`config.mk`:
```
export PLATFORM = sky130hd
export DESIGN_NAME = change_dispenser
export DESIGN_NICKNAME = d
export VERILOG_FILES = /design/src/rtl/change_pkg.sv /design/src/rtl/eject_timer.sv /design/src/rtl/change_dispenser.sv
export SDC_FILE = /design/constraint.sdc
export NUM_CORES = 1
export LEC_CHECK = 0
export CORE_UTILIZATION = 43
export CTS_BUF_LIST = sky130_fd_sc_hd__clkbuf_2 sky130_fd_sc_hd__clkbuf_4 sky130_fd_sc_hd__clkbuf_8
export CTS_CLUSTER_DIAMETER = 30
export DETAILED_ROUTE_END_ITERATION = 8
export PLACE_DENSITY = 0.75
export SETUP_SLACK_MARGIN = 0.05
export SYNTH_ARGS = -nofsm -noshare
export SYNTH_HDL_FRONTEND = slang
export SYNTH_SLANG_ARGS = --single-unit
```
`constraint.sdc`:
```
create_clock -name CLK -period 2 [get_ports CLK]
set_input_delay 0.4 -clock CLK [delete_from_list [all_inputs] [get_ports CLK]]
set_output_delay 0.4 -clock CLK [all_outputs]
set_load 0.05 [all_outputs]
```
`src/rtl/change_pkg.sv`:
```
// ---------------------------------------------------------------------------
// change_pkg
// Types and constants shared by the change dispenser and the vending FSM
// that drives it.
//   dstate_t       : dispenser FSM state encoding
//   COIN*_VAL      : ruble value carried by each give_* request line
//   change_amount  : sums the three request pulses into a 0..7 ruble amount
// ---------------------------------------------------------------------------
package change_pkg;

    typedef enum logic [2:0] {
        IDLE,
        SELECT,
        EJECT1,
        EJECT2,
        WAIT,
        FAULT
    } dstate_t;

    localparam int COIN1_VAL = 1;
    localparam int COIN2_VAL = 2;
    localparam int COIN4_VAL = 4;

    // Simultaneous request pulses are summed, never prioritised.
    function automatic logic [2:0] change_amount(input logic g1,
                                                 input logic g2,
                                                 input logic g4);
        logic [2:0] sum;
        sum = 3'd0;
        if (g1) sum = sum + 3'(COIN1_VAL);
        if (g2) sum = sum + 3'(COIN2_VAL);
        if (g4) sum = sum + 3'(COIN4_VAL);
        return sum;
    endfunction

endpackage

```
`src/rtl/eject_timer.sv`:
```
// ---------------------------------------------------------------------------
// eject_timer
// Counts cycles spent waiting for the hopper sensor after a coin eject.
//   CLK      in   clock
//   reset_n  in   synchronous reset, active low
//   clear    in   restart the count at 0 (asserted during the eject cycle)
//   enable   in   count while waiting for coin_sensed
//   expired  out  count has reached TIMEOUT-1
// ---------------------------------------------------------------------------
module eject_timer #(
    parameter int TIMEOUT = 200
) (
    input  logic CLK,
    input  logic reset_n,
    input  logic clear,
    input  logic enable,
    output logic expired
);

    localparam int W = (TIMEOUT > 2) ? $clog2(TIMEOUT) : 1;

    logic [W-1:0] count;

    assign expired = (count == W'(TIMEOUT - 1));

    // Holds at TIMEOUT-1 so the count can never wrap if enable lingers.
    always_ff @(posedge CLK) begin
        if (!reset_n) begin
            count <= '0;
        end else if (clear) begin
            count <= '0;
        end else if (enable && !expired) begin
            count <= count + W'(1);
        end
    end

endmodule

```
`src/rtl/change_dispenser.sv`:
```
// ---------------------------------------------------------------------------
// change_dispenser
// Converts give_1/2/4 change requests into a sequence of 1- and 2-ruble coin
// ejections, one coin at a time, handshaking each with the hopper exit sensor.
// Tracks hopper stock, halts on an empty hopper or a jam, reports busy.
//
// Ports
//   CLK, reset_n                 clock, synchronous active-low reset
//   give_1/2/4_*_back            change request pulses (summed when coincident)
//   coin_sensed                  hopper sensor, one pulse per dropped coin
//   refill                       reload stock; also leaves FAULT
//   eject_1, eject_2             one-cycle coin drop commands
//   busy                         a dispense is in progress
//   fault                        sticky fault, hopper halted until refill
//   req_drop                     a request arrived while not IDLE and was lost
//   stock_1, stock_2             coins left in the hopper
//   paid_total                   (only with CHANGE_AUDIT_EN) rubles paid out,
//                                wraps modulo 2^16, survives refill
//
// Build option: define CHANGE_AUDIT_EN to add the paid_total audit counter.
// ---------------------------------------------------------------------------
module change_dispenser
    import change_pkg::*;
#(
    parameter int CNT_W       = 5,
    parameter int STOCK1_INIT = 15,
    parameter int STOCK2_INIT = 15,
    parameter int TIMEOUT     = 200
) (
    input  logic             CLK,
    input  logic             reset_n,
    input  logic             give_1_ruble_back,
    input  logic             give_2_rubles_back,
    input  logic             give_4_rubles_back,
    input  logic             coin_sensed,
    input  logic             refill,
    output logic             eject_1,
    output logic             eject_2,
    output logic             busy,
    output logic             fault,
    output logic             req_drop,
    output logic [CNT_W-1:0] stock_1,
    output logic [CNT_W-1:0] stock_2
`ifdef CHANGE_AUDIT_EN
    ,
    output logic [15:0]      paid_total
`endif
);

    dstate_t    state;
    dstate_t    state_next;
    logic [2:0] amount;
    logic [2:0] remaining;
    logic       coin_is_2;      // value of the coin currently in flight
    logic       timer_expired;

    assign amount = change_amount(give_1_ruble_back, give_2_rubles_back,
                                  give_4_rubles_back);

    // Sensor glitches must not wrap a stock counter below zero.
    function automatic logic [CNT_W-1:0] sat_dec(input logic [CNT_W-1:0] v);
        return (v == '0) ? '0 : v - CNT_W'(1);
    endfunction

    eject_timer #(
        .TIMEOUT (TIMEOUT)
    ) u_eject_timer (
        .CLK     (CLK),
        .reset_n (reset_n),
        .clear   (state == EJECT1 || state == EJECT2),
        .enable  (state == WAIT),
        .expired (timer_expired)
    );

    // -----------------------------------------------------------------------
    // State register
    // -----------------------------------------------------------------------
    // NOTE: sequential state uses non-blocking assignments so every register
    // samples the pre-edge values and process order cannot change behaviour.
    always_ff @(posedge CLK) begin
        if (!reset_n) begin
            state <= IDLE;
        end else begin
            state <= state_next;
        end
    end

    // -----------------------------------------------------------------------
    // Next-state logic
    // -----------------------------------------------------------------------
    // NOTE: state_next gets its default before the case so no path leaves it
    // unassigned; otherwise synthesis would infer a latch.
    always_comb begin
        state_next = state;
        unique case (state)
            IDLE: begin
                if (amount != 3'd0) state_next = SELECT;
            end
            SELECT: begin
                // Largest coin first; an empty 2-ruble tube falls back to 1s.
                if (remaining >= 3'd2 && stock_2 != '0) begin
                    state_next = EJECT2;
                end else if (remaining >= 3'd1 && stock_1 != '0) begin
                    state_next = EJECT1;
                end else if (remaining == 3'd0) begin
                    state_next = IDLE;
                end else begin
                    state_next = FAULT;
                end
            end
            EJECT1, EJECT2: begin
                state_next = WAIT;
            end
            WAIT: begin
                if (coin_sensed) begin
                    state_next = SELECT;
                end else if (timer_expired) begin
                    state_next = FAULT;
                end
            end
            FAULT: begin
                if (refill) state_next = IDLE;
            end
            default: begin
                state_next = IDLE;
            end
        endcase
    end

    // Moore outputs: each eject state lasts exactly one cycle.
    assign eject_1 = (state == EJECT1);
    assign eject_2 = (state == EJECT2);
    assign busy    = (state != IDLE);
    assign fault   = (state == FAULT);

    // -----------------------------------------------------------------------
    // Datapath: remaining amount, stock counters, drop flag
    // -----------------------------------------------------------------------
    // NOTE: every register here is reset, including the stock counters, so a
    // reset mid-dispense restores a known hopper model with nothing in flight.
    always_ff @(posedge CLK) begin
        if (!reset_n) begin
            remaining <= 3'd0;
            coin_is_2 <= 1'b0;
            req_drop  <= 1'b0;
            stock_1   <= CNT_W'(STOCK1_INIT);
            stock_2   <= CNT_W'(STOCK2_INIT);
        end else begin
            // Requests are only accepted in IDLE; anything else is flagged.
            req_drop <= (state != IDLE) && (amount != 3'd0);

            unique case (state)
                IDLE: begin
                    if (amount != 3'd0) remaining <= amount;
                    if (refill) begin
                        stock_1 <= CNT_W'(STOCK1_INIT);
                        stock_2 <= CNT_W'(STOCK2_INIT);
                    end
                end
                EJECT1: coin_is_2 <= 1'b0;
                EJECT2: coin_is_2 <= 1'b1;
                WAIT: begin
                    if (coin_sensed) begin
                        if (coin_is_2) begin
                            stock_2   <= sat_dec(stock_2);
                            remaining <= (remaining >= 3'(COIN2_VAL))
                                         ? remaining - 3'(COIN2_VAL) : 3'd0;
                        end else begin
                            stock_1   <= sat_dec(stock_1);
                            remaining <= (remaining >= 3'(COIN1_VAL))
                                         ? remaining - 3'(COIN1_VAL) : 3'd0;
                        end
                    end
                end
                FAULT: begin
                    // remaining is held while faulted; refill abandons it.
                    if (refill) begin
                        remaining <= 3'd0;
                        stock_1   <= CNT_W'(STOCK1_INIT);
                        stock_2   <= CNT_W'(STOCK2_INIT);
                    end
                end
                default: ;
            endcase
        end
    end

`ifdef CHANGE_AUDIT_EN
    // Audit of rubles physically paid out; refill does not clear it.
    always_ff @(posedge CLK) begin
        if (!reset_n) begin
            paid_total <= 16'd0;
        end else if (state == WAIT && coin_sensed) begin
            paid_total <= paid_total + (coin_is_2 ? 16'(COIN2_VAL)
                                                  : 16'(COIN1_VAL));
        end
    end
`endif

endmodule
```
# ---- Yosys cells after proc, flatten, opt, wreduce, memory -nomap -nowiden
# Index checks and enable logic that the tools add are counted.
dict set report word_totals {
  regBits 26
  latch_bits 0
  mem_bits_rw 0
  rom_bits 0
  in_bits 7
  mem_count 0
}
dict set report classes {
  n_addsub 7
  mul 0
  div 0
  order_cmp 2
  n_eq_ne 13
  shifts 0
  muxes 27
  bitwise_logic 1
  reduce_logical 24
}
# operator n
set ops {}
lappend ops {{$mux 3} 14}
lappend ops {{$mux 5} 7}
lappend ops {{$pmux 5 s2} 2}
lappend ops {{$pmux 3 s5} 1}
lappend ops {{$reduce_and 4->1} 3}
lappend ops {{$logic_not 5->1} 2}
lappend ops {{$ne 2x2->1 const B} 5}
lappend ops {{$reduce_bool 5->1} 2}
lappend ops {{$sub 5x1->5 const B} 2}
lappend ops {{$pmux 3 s3} 1}
lappend ops {{$reduce_bool 3->1} 3}
lappend ops {{$add 8x1->8 const B} 1}
lappend ops {{$eq 8x8->1 const B} 1}
lappend ops {{$eq 3x2->1 const B} 2}
lappend ops {{$eq 3x3->1 const B} 2}
lappend ops {{$logic_not 3->1} 2}
lappend ops {{$reduce_or 2->1} 3}
lappend ops {{$logic_and 1x1->1} 4}
lappend ops {{$reduce_bool 2->1} 2}
lappend ops {{$add 3x2->3 const B} 1}
lappend ops {{$add 3x3->3 const B} 1}
lappend ops {{$eq 3x1->1 const B} 1}
lappend ops {{$ge 3x1->1 const B} 1}
lappend ops {{$ge 3x2->1 const B} 1}
lappend ops {{10 further kinds} 10}

# ---- Logic depth before layout (Yosys ltp)
# Gate-level depths: netlist (run 1).
dict set report logic_depth {
  word_depth 8
  ltp_mapped 6
}

# ---- Hierarchy
# Synthesis (run 1) repeated with hierarchy kept, for this count alone.
dict set report unflattened {
  cells_unflattened 202
  area_unflattened_um2 1762.9
}
# mod n_inst cells_each area_per_inst_um2
set by_module_without_submodules {}
lappend by_module_without_submodules {change_dispenser 1 157 1327.5}
lappend by_module_without_submodules {eject_timer 1 45 435.4}

# ---- Least setup slack after synthesis (run 1)
# OpenSTA, ideal clock, no wires.
dict set report synth_path {
  path_kind {reg-to-output}
  start {register state[1]}
  end {output eject_1}
  arrival_ps 2094
  required_time_ps 1600
  path_slack_ps -494
  path_stages_with_launch 4
  n_path_buf 2
  cell_sequence {dfxtp_1 -> clkbuf_1 -> clkbuf_1 -> nor3b_1}
}
dict set report synth_via {
  elab_chain_len 1
}
# element line_no
set synth_rtl {}
lappend synth_rtl {{start: declaration} change_dispenser.sv:50} ;# dstate_t state;
lappend synth_rtl {{start signal: assignment} change_dispenser.sv:84} ;# state <= state_next;
lappend synth_rtl {{$eq 3x2->1} change_dispenser.sv:131} ;# assign eject_1 = (state == EJECT1);
lappend synth_rtl {{end: declaration} change_dispenser.sv:37} ;# output logic eject_1,
# Every way passes these cells.

# ---- Worst setup path in the final report (run 1)
dict set report layout_path {
  start {register stock_1[4]}
  end {output stock_1[4]}
}
# element line_no
set layout_lines {}
lappend layout_lines {{start: declaration} change_dispenser.sv:42} ;# output logic [CNT_W-1:0] stock_1,
lappend layout_lines {{start signal: assignment} change_dispenser.sv:146} ;# stock_1 <= CNT_W'(STOCK1_INIT);
lappend layout_lines {{start signal: assignment} change_dispenser.sv:156} ;# stock_1 <= CNT_W'(STOCK1_INIT);
lappend layout_lines {{start signal: assignment} change_dispenser.sv:169} ;# stock_1 <= sat_dec(stock_1);
# No word-level cell between the ends.

==> results of run 1 <==
[final timing paths]
check                         startpoint                     end  cells past startpoint
setup / recovery              stock_1[4]              stock_1[4]                      1
hold / removal    u_eject_timer.count[7]  u_eject_timer.count[7]                      2
setup reg to reg            remaining[1]            remaining[2]                      6
hold reg to reg   u_eject_timer.count[7]  u_eject_timer.count[7]                      2
[power by group]
group	internal [W]	total (W)	leakage, nW	switching [W]
combinational	0.000808	0.00193	0.598	0.00112
sequential	0.000632	0.000724	0.212	0.0000924
clock	0.000177	0.000360	0.0288	0.000183
total	0.00162	0.00302	0.839	0.00140
[state kept, by name, indices dropped and copies added, names as in the netlist]
register,count
u_eject_timer.count,8
state,3
remaining,3
stock_1,5
coin_is_2,1
stock_2,5
req_drop,1
[cell families after synthesis]
group	count (synthesis)
AOI/OAI and AO/OA	61
DFF	26
xor gates and xnor gates	6
buffers and inverters	23
muxes	1
adders and majority gates	10
and+or+nand+nor	75
[synthesized netlist by cell type (2+ instances only)]
master	count	area, um2
a2111oi_0	6	52.55
a211o_1	3	26.28
a211oi_1	7	52.55
a21boi_0	2	15.01
a21o_1	3	22.52
a21oi_1	6	30.03
a221o_1	3	30.03
a221oi_1	2	17.52
and2_1	4	25.02
and3_1	2	12.51
and3b_1	2	17.52
buf_6	2	22.52
clkbuf_1	7	26.28
dfxtp_1	26	520.5
ha_1	10	125.1
inv_1	13	48.80
nand2_1	6	22.52
nand2b_1	7	43.79
nand3_1	3	15.01
nand4_1	4	25.02
nor2_1	16	60.06
nor2b_1	5	31.28
nor3_1	7	35.03
nor3b_1	3	22.52
nor4_1	2	12.51
nor4b_1	4	35.03
o211ai_1	5	37.54
o21a_1	4	30.03
o21ai_0	10	50.05
o31ai_1	2	15.01
o32ai_1	3	26.28
o41ai_1	2	17.52
or3_1	3	18.77
or3b_2	2	17.52
or4_1	2	15.01
xnor2_1	2	17.52
xor2_1	4	35.03
[stage by stage]
| stage | instances | area [um2] |
|---|---|---|
| CTS | 283 | 2172 |
| global placement | 279 | 2117 |
| finish | 283 | 2186 |
| global route | 283 | 2186 |
| floorplan | 202 | 1718 |
| detailed placement | 279 | 2117 |
[routing by layer]
layer | GRT usage | vias to the layer above | routed length, um
met2 | 0.3177 | 45 | 1853
li1 | - | 832 | -
met4 | 0.07222 | 0 | 51
met1 | 0.2990 | 778 | 1998
met5 | 0 | - | 0
met3 | 0.02465 | 5 | 170
[final cells by class]
| cell class | instances | area share |
|---|---|---|
| clock buffers | 4 | 0.02519 |
| inverters | 14 | 0.02404 |
| multi-input cells | 153 | 0.5043 |
| flip-flops and latches | 26 | 0.2381 |
| well taps | 48 | 0.02748 |
| repair buffers | 38 | 0.1809 |
[tightest hold or removal path, stage by stage, from the launching register on]
cell,delay [ps]
dfxtp_1,330
o31ai_1,60
a21oi_1,50
==> results.md, run 1 <==
* Status: complete, no violations
* Slowest cell on the critical path: clkdlybuf4s50_1
* Placer Congestion at roughly 0.86
* Worst Hold Class: flop to flop
* Post-synthesis compound-gate area fraction at 0.2664
* Yosys warning total at 0
* Post-Synthesis Cell Area at ~1700 um2
* Worst-margin pin slew at approximately 560 ps
* Die area at between 4000 and 5000 um2
* Startpoint Class: flop
* Max cap viols at 0
* Fin crit period at between 1500 and 2000 ps
* DRC at 0
* Cell Chain, Critical Path: clkdlybuf4s50_1
* FF-to-FF setup slack at approximately 140 ps
* Mux cell area share after synthesis at 0.005887
* Initial Util at 0.4576
* Post-synth ARST share at 0
* CTS root buf: clkbuf_8
* Core Util, Final at 0.5882
* CTS Hold Bufs at 0
* Post_cts resized at 0
* First-pass GRT wire length at just under 7000 um
* Layout cells sized above 1 at 0.1404
* Fin. max-slew vios at 0
* Register bit total from synthesis at 26
* Crit path buffers/inverters at 1
* Peak Freq at 0.5253 GHz
* 1st-iter DRT viols at slightly above 80
* Core Rows at 22
* Clk sinks at 26
* Largest net degree at the start of global routing at 25
* Wirelength, routed at around 4100 um
* VDD IR max at a little over 0.0009 V
* CORE AREA at 3716 um2
* NumNets Final at approximately 250
* Max incr delay on CP at between 800 and 900 ps
* Crit path DAT at ~1500 ps
* Post-synth net total at roughly 220
* Clock buffer depth at 2
* Vias at ~1700
* Area grow syn2layout at 28.55%
* Crit Path Class: flop to output port
* Post-Synth Simple-Gate Area at 0.2575
* H-tree level count at 1
* Pre-CTS WS at -56.44 ps
* PnR worst setup slack at between 90 and 100 ps
* Commonest non-fill, non-tap cell in the layout: dfxtp_1
* Final worst hold slack at roughly 490 ps
* Pleak at between 0.8 and 0.9 nW
* CP Capture Type: output port
* Detail Route Antenna Nets at 0
* Max-slew headroom at 0.6262
* Hold violation count in the final report at 0
* CP required at 1600 ps
* Vias per cell at ~5.9
* Clk Latency, worst-skew pair at about 280 ps
* Final setup violation count at 0
* Fillcell total at 331
* Cell variety after synth at 45
* Pwr per Cell Area at roughly 1400 nW/um2
* Post-synthesis xor/xnor area fraction at 0.03091
* Post-synth EDFFs at 0
* Sequential Area at around 520 um2
* Post-DP HPWL at 2947 um
* Die H at 64.89 um
* Syn Inst Count at 202
* Total power at 0.003016 W
* Crit-path max FO at 5
* Area occupied by multi-input gates at 1102 um2
* Vias in the first global route at ~1500
* CTS tree: done
* # port buffers at 21
* Setup TNS at 0 ps
* Post-synthesis adder-cell area fraction at 0.07358
* Overflow after GRT at 0
* Reg clk slew, reported paths at approximately 100 ps
* Skew final at 2.022 ps
* Post-CTS Setup Inserts at 0
* I/O pins at 22
* DR pass1 iterations at 4
* Most frequent cells in the layout: dfxtp_1 (26), buf_4 (17), nor2_1 (16)
* CP delay by family, top: buffers and inverters
* Largest family of logic cells by synthesized area: compound AO/OA/AOI/OAI gates
* Post-synth top flop: dfxtp_1
* Final period util at 0.9518
* Initial antenna violation count at 0
* # diodes at 0
* Die W at roughly 65 um
* Synth Area per Inst at about 8.4 um2
* Post-synthesis sequential area ratio at 0.3061
* Wire length per cell at approximately 14 um
* RSZ-0062 raised after global routing: false
* Tot GR Track Use at 0.2084
* TritonCTS Buffers at 3
Power figures use the tool's default switching activity.
==> run 2: changes to the inputs <==
- GPL_ROUTABILITY_DRIVEN: unset -> 0
==> results of run 2 <==
The final DEF is identical to that of run 1; final timing and power are the same.
